[config.mk]
export PLATFORM = sky130hd
export DESIGN_NAME = imul_var_lat_ctrl
export DESIGN_NICKNAME = d
export VERILOG_FILES = /design/src/rtl/imul_var_lat_pkg.sv /design/src/rtl/imul_var_lat_ctrl.sv
export SDC_FILE = /design/constraint.sdc
export NUM_CORES = 1
export LEC_CHECK = 0
export CAP_MARGIN = 20
export CORE_AREA = 2 2 39 41
export CTS_CLUSTER_DIAMETER = 80
export DETAILED_ROUTE_END_ITERATION = 8
export DIE_AREA = 0 0 41 43
export DONT_BUFFER_PORTS = 1
export GPL_ROUTABILITY_DRIVEN = 0
export HOLD_SLACK_MARGIN = 0.1
export PLACE_DENSITY = 0.71
export REMOVE_ABC_BUFFERS = 1
export SLEW_MARGIN = 10
export SYNTH_ARGS = -nofsm -noshare
export SYNTH_HDL_FRONTEND = slang
export SYNTH_SLANG_ARGS = --single-unit
export TNS_END_PERCENT = 100
[constraint.sdc]
create_clock -name clk -period 3.5 [get_ports clk]
set_input_delay 0.525 -clock clk [delete_from_list [all_inputs] [get_ports clk]]
set_output_delay 0.525 -clock clk [all_outputs]
set_load 0.02 [all_outputs]
[src/rtl/imul_var_lat_pkg.sv]
// Shared definitions for the variable-latency multiplier.
// Controller states and datapath mux encodings.
package imul_var_lat_pkg;

  typedef enum logic [1:0] {
    IDLE = 2'd0,
    CALC = 2'd1,
    DONE = 2'd2
  } state_t;

  localparam logic A_MUX_LD    = 1'b0;
  localparam logic A_MUX_SHIFT = 1'b1;

  localparam logic B_MUX_LD    = 1'b0;
  localparam logic B_MUX_SHIFT = 1'b1;

  localparam logic RES_MUX_CLR = 1'b0;
  localparam logic RES_MUX_ACC = 1'b1;

  localparam logic ADD_MUX_BYP = 1'b0;
  localparam logic ADD_MUX_ADD = 1'b1;

endpackage

[src/rtl/imul_var_lat_ctrl.sv]
// Control unit for the variable-latency shift-add multiplier.
// Skips zero runs of B using the datapath-supplied shift amount.
module imul_var_lat_ctrl
  import imul_var_lat_pkg::*;
#(
  parameter int WIDTH = 32,
  parameter int CNT_W = $clog2(WIDTH) + 1
) (
  input  logic       clk,
  input  logic       reset,
  input  logic       req_val,
  output logic       req_rdy,
  output logic       resp_val,
  input  logic       resp_rdy,
  input  logic       b_lsb,
  input  logic       b_zero,
  input  logic [3:0] shamt,
  output logic       a_mux_sel,
  output logic       b_mux_sel,
  output logic       res_mux_sel,
  output logic       add_mux_sel,
  output logic       a_en,
  output logic       b_en,
  output logic       res_en,
  output logic       busy
);

  state_t           r_state;
  logic [CNT_W-1:0] r_cnt;
  logic [CNT_W-1:0] w_cnt_nxt;
  logic             w_cnt_done;

  // Bits of B consumed after this iteration's shift.
  assign w_cnt_nxt  = r_cnt + {{(CNT_W-4){1'b0}}, shamt};
  assign w_cnt_done = (w_cnt_nxt >= CNT_W'(WIDTH));

  // State and consumed-bit counter.
  always_ff @(posedge clk or posedge reset) begin
    if (reset) begin
      r_state <= IDLE;
      r_cnt   <= '0;
    end else begin
      unique case (r_state)
        IDLE: begin
          if (req_val) begin
            r_cnt   <= '0;
            r_state <= CALC;
          end
        end
        CALC: begin
          if (b_zero) begin
            r_state <= DONE;
          end else begin
            r_cnt <= w_cnt_nxt;
            if (w_cnt_done) r_state <= DONE;
          end
        end
        DONE: begin
          if (resp_rdy) r_state <= IDLE;
        end
        default: r_state <= IDLE;
      endcase
    end
  end

  // Handshake, select and enable decode; all quiet while in reset.
  always_comb begin
    req_rdy     = 1'b0;
    resp_val    = 1'b0;
    a_mux_sel   = A_MUX_LD;
    b_mux_sel   = B_MUX_LD;
    res_mux_sel = RES_MUX_CLR;
    add_mux_sel = ADD_MUX_BYP;
    a_en        = 1'b0;
    b_en        = 1'b0;
    res_en      = 1'b0;
    busy        = 1'b0;
    if (reset) begin
      req_rdy = 1'b1;
    end else begin
      unique case (r_state)
        IDLE: begin
          req_rdy = 1'b1;
          if (req_val) begin
            a_en   = 1'b1;
            b_en   = 1'b1;
            res_en = 1'b1;
          end
        end
        CALC: begin
          busy = 1'b1;
          if (!b_zero) begin
            a_en        = 1'b1;
            b_en        = 1'b1;
            res_en      = 1'b1;
            a_mux_sel   = A_MUX_SHIFT;
            b_mux_sel   = B_MUX_SHIFT;
            res_mux_sel = RES_MUX_ACC;
            add_mux_sel = b_lsb ? ADD_MUX_ADD : ADD_MUX_BYP;
          end
        end
        DONE: begin
          busy     = 1'b1;
          resp_val = 1'b1;
        end
        default: begin
          req_rdy = 1'b0;
        end
      endcase
    end
  end

endmodule

======== Yosys cells after proc, flatten, opt, wreduce, memory -nomap -nowiden ========
Index checks and enable logic that the tools add are counted.
word-level totals
  flip-flop bits (word level) ............. 8
  bits in latches ......................... 0
  memory bits (writable) .................. 0
  memory bits (read-only) ................. 0
  input bits .............................. 10
  output and inout bits ................... 10
  word-level logic and storage cells ...... 39
  memories kept ........................... 0
operators by class
  add/sub/neg operators ................... 1
  multiply operators ...................... 0
  divide/modulo/power cells ............... 0
  magnitude comparators ................... 1
  equal/unequal tests ..................... 6
  shift-type cells ........................ 0
  mux-type cells .......................... 24
  bitwise logic cells ..................... 0
  reduce and logical (&&, ||, !) cells .... 5
operator list
  cell                                                             count
  1-bit two-way mux                                                15
  6-bit two-way mux                                                2
  6-bit case mux with 2 select lines                               1
  2-bit two-way mux                                                4
  6-bit by 4-bit adder with 6-bit output                           1
  6-bit greater-or-equal comparator, second input constant         1
  2-bit != test, second input constant                             3
  2-bit case mux with 3 select lines                               1
  3-bit AND reduction                                              2
  3-bit != test, second input constant                             1
  2-bit by 1-bit == test with 1-bit output, second input constant  1
  2-bit == test, second input constant                             1
  2-bit zero test                                                  1
  1-bit case mux with 2 select lines                               1
  2-bit nonzero test                                               1
  2-bit OR reduction                                               1

======== Logic depth before layout (Yosys ltp) ========
  word-level depth ........................ 5
  gate-level depth with buffers ........... 8
  gate-level depth less buffers ........... 7

======== Least setup slack after synthesis ========
No wires, ideal clock.
  path kind ............................... register to output
  from .................................... register r_state[1]
  to ...................................... output port add_mux_sel
  arrival time ............................ 1.536 ns
  required time ........................... 2.975 ns
  setup slack ............................. 1.439 ns
  stages on the path, launching flop included .. 7
  buffers on the path ..................... 1
  cells stage by stage .................... dfrtp_1 -> inv_1 -> ha_1 -> buf_4 -> nand2b_4 -> nor2_1 -> and2_1
between the ends
  cells in the longest elaborated chain, start to end .. 3
ends and longest elaborated chain
  element                                   line                     RTL
  start, declared                           imul_var_lat_ctrl.sv:28  state_t r_state;
  start signal, assigned                    imul_var_lat_ctrl.sv:40  r_state <= IDLE;
  start signal, assigned                    imul_var_lat_ctrl.sv:47  r_state <= CALC;
  start signal, assigned                    imul_var_lat_ctrl.sv:52  r_state <= DONE;
  2-bit by 1-bit == test with 1-bit output  imul_var_lat_ctrl.sv:81  unique case (r_state)
  1-bit two-way mux                         imul_var_lat_ctrl.sv:81
  1-bit two-way mux                         imul_var_lat_ctrl.sv:78  if (reset) begin
  end, declared                             imul_var_lat_ctrl.sv:21  output logic add_mux_sel,
Every way passes these cells.

======== Final worst setup path ========
Same ends and word-level chain as after synthesis.

==> flow_summary_export.csv <==
group,metric,value,unit
critical_path,worstReg2RegStart,"r_cnt[0]",
sta,fmax,410,MHz
sta,setup_viol,0,
global_route,grt-ovfl-total,0,
synthesis,avgSynthCellArea,9.10,sq um
critical_path,rr_worst_depth,7,
sta,min_period,2.44,ns
clock_tree,clockBufferDepth,2,
placement,placedCellCount,92,
placement,place_area,724,sq um
synthesis,yosysWarnings,0,
global_route,grt_pass1_wl,2.53,mm
floorplan,core-area,0.00138,sq mm
global_route,grt_max_degree,12,
clock_tree,postCtsHoldBufs,0,
clock_tree,numCtsBuffers,3,
sta,clock_skew,0.000172,ns
clock_tree,htree_levels,1,
cells_and_area,antenna_cells,0,
synthesis,synth_cell_types,36,
routing,wl_per_cell,15.0,microns
placement,dp_hpwl,1.09,mm
clock_tree,cts_setup_buffers,0,
critical_path,worstPathRequired,2.97,ns
min_path,hold_class,"in -> async",
cells_and_area,stdcell_count,95,
sta,final_max_slew_viol_count,0,
global_route,grtUsageTotal,21.1,%
routing,ant_nets,0,
synthesis,yosysSeqAreaShare,27.2,%
power,ir_drop,0.000409,V
cells_and_area,drive_gt1_share,16.5,%
synthesis,synthFlopType,"dfrtp_1",
clock_tree,clkLatencyLatePin,0.25,ns
critical_path,path_class,"reg -> out",
routing,wl,1.42,mm
critical_path,endpoint_kind,"primary output",
synthesis,synth_enable_flop_cells,0,
routing,via_per_inst,6.05,
outcome,status,"complete, no violations",
power,powerDensity,795,mW/mm^2
critical_path,regToRegSetupSlack,1.60,ns
floorplan,row_count,14,
synthesis,ys_ff_latch,8,
synthesis,synth-async-reset-ratio,100,%
floorplan,io-pin-count,20,
global_route,antenna_found_initial,0,
floorplan,dieHeight,43,microns
clock_tree,cts.sinks,8,
routing,firstDrtPassIters,4,
critical_path,cp_data_arrival_time,1.92,ns
job,maxCapViolCount,0,
routing,drt_iter0_markers,16,
sta,slew-limit-headroom,52.4,%
cells_and_area,area_growth,1.36,%
routing,vias,575,
cells_and_area,final_area,747,sq um
synthesis,syn_area,737,sq um
synthesis,netlist_instances,81,
placement,port_buffers,0,
critical_path,r2r-end,"r_cnt[4]",
sta,hold_violations,0,
floorplan,start_util,53.3,%
critical_path,startpoint_type,"register",
clock_tree,path_clk_slew,0.05,ns
sta,tightestPinTransition,0.707,ns
sta,rsz0062_at_grt,"no",
clock_tree,post_cts_resized,0,
sta,tns,0,ns
global_route,first_global_vias,536,
clock_tree,cts_root_buf,"clkbuf_4",
floorplan,fp.dieW,41,microns
cells_and_area,final_nets,99,
sta,period_share,69.8,%
power,p_leak,0.348,nW
routing,drcViolationCount,0,
floorplan,fp.dieArea,0.00176,sq mm
critical_path,crit_fanout,10,
clock_tree,cts_tree,"yes",
worst max-delay path, cell delays in order (launching register included):
cell and delay [ns]:
dfrtp_1 0.41, inv_1 0.12, ha_1 0.41, nand2b_4 0.12, nor2_1 0.10, buf_4 0.22, and2_1 0.27
stage by stage:
step,utilization (%),hold WS (ns),worst slack [ns],total power [mW]
floorplan,-,0.341,0.896,0.456
global placement,52.4,0.388,1.40,0.516
detailed placement,52.4,0.392,1.35,0.524
CTS,54.0,0.119,1.06,0.598
global route,54.0,0.119,0.927,0.659
finish,54.0,0.109,1.06,0.594
area by class of cell:
class	count	area, sq um
fill	131	637
multi-input combinational	62	474
sequential	8	200
clock buffer	3	22.5
tap	16	20.0
timing repair buffer	2	15.0
inverter	4	15.0
layer usage:
layer / global-route usage [%] / vias up / wire length [microns]
met2: 28.7 / 8 / 671
met5: 0 / - / 0
met1: 31.5 / 277 / 713
met4: 8.00 / 0 / 16
met3: 4.71 / 2 / 22
li1: - / 288 / -
synth_stat cells (all sizes together), types with 2 or more instances:
cell	n	area [sq um]
a22o	7	62.6
nand2b	2	20.0
ha	7	87.6
inv	4	15.0
a21oi	3	15.0
nor2	7	28.8
buf	6	42.5
dfrtp	8	200
and2	2	12.5
a21o	2	15.0
nor2b	2	12.5
o21ai	6	30.0
nand2	5	18.8
nor3	2	10.0
a211oi	3	32.5
layout by cell type (no fill, tap or decap), types with 2 or more instances in the layout:
cell type  n
clkbuf_4   3
nor2_1     6
buf_4      2
a21o_1     2
ha_1       7
a22o_1     6
nor2b_1    2
o21ai_0    5
a21oi_1    3
nor3_1     2
nand2_1    5
and2_1     2
inv_1      4
dfrtp_1    8
a211oi_2   2
flip-flops by register name, indices dropped and copies added, names as in the netlist:
| name | cells |
|---|---|
| r_state | 2 |
| r_cnt | 6 |
logic make-up after synthesis:
| family | synth area share, % |
|---|---|
| compound gates | 27.5 |
| simple gates | 19.7 |
| buf+inv | 8.49 |
| fa+ha+maj | 14.6 |
| flops | 27.2 |
| xor+xnor | 1.19 |
| mux | 1.36 |
where the power goes:
| part | leakage, nW | internal (mW) | switching (mW) |
|---|---|---|---|
| registers | 0.106 | 0.128 | 0.0355 |
| clock network | 0.0138 | 0.0393 | 0.0323 |
| logic | 0.227 | 0.150 | 0.209 |
| total | 0.348 | 0.317 | 0.277 |
worst max path at each step:
stage                              to       start  slack (ns)
after CTS                 add_mux_sel  r_state[1]        1.06
after global placement    add_mux_sel  r_state[1]        1.40
final                     add_mux_sel  r_state[1]        1.06
after detailed placement  add_mux_sel  r_state[1]        1.35
after global routing      add_mux_sel  r_state[1]        0.93
after floorplan           add_mux_sel  r_state[1]        0.90
(Power assumes the default switching activity.)
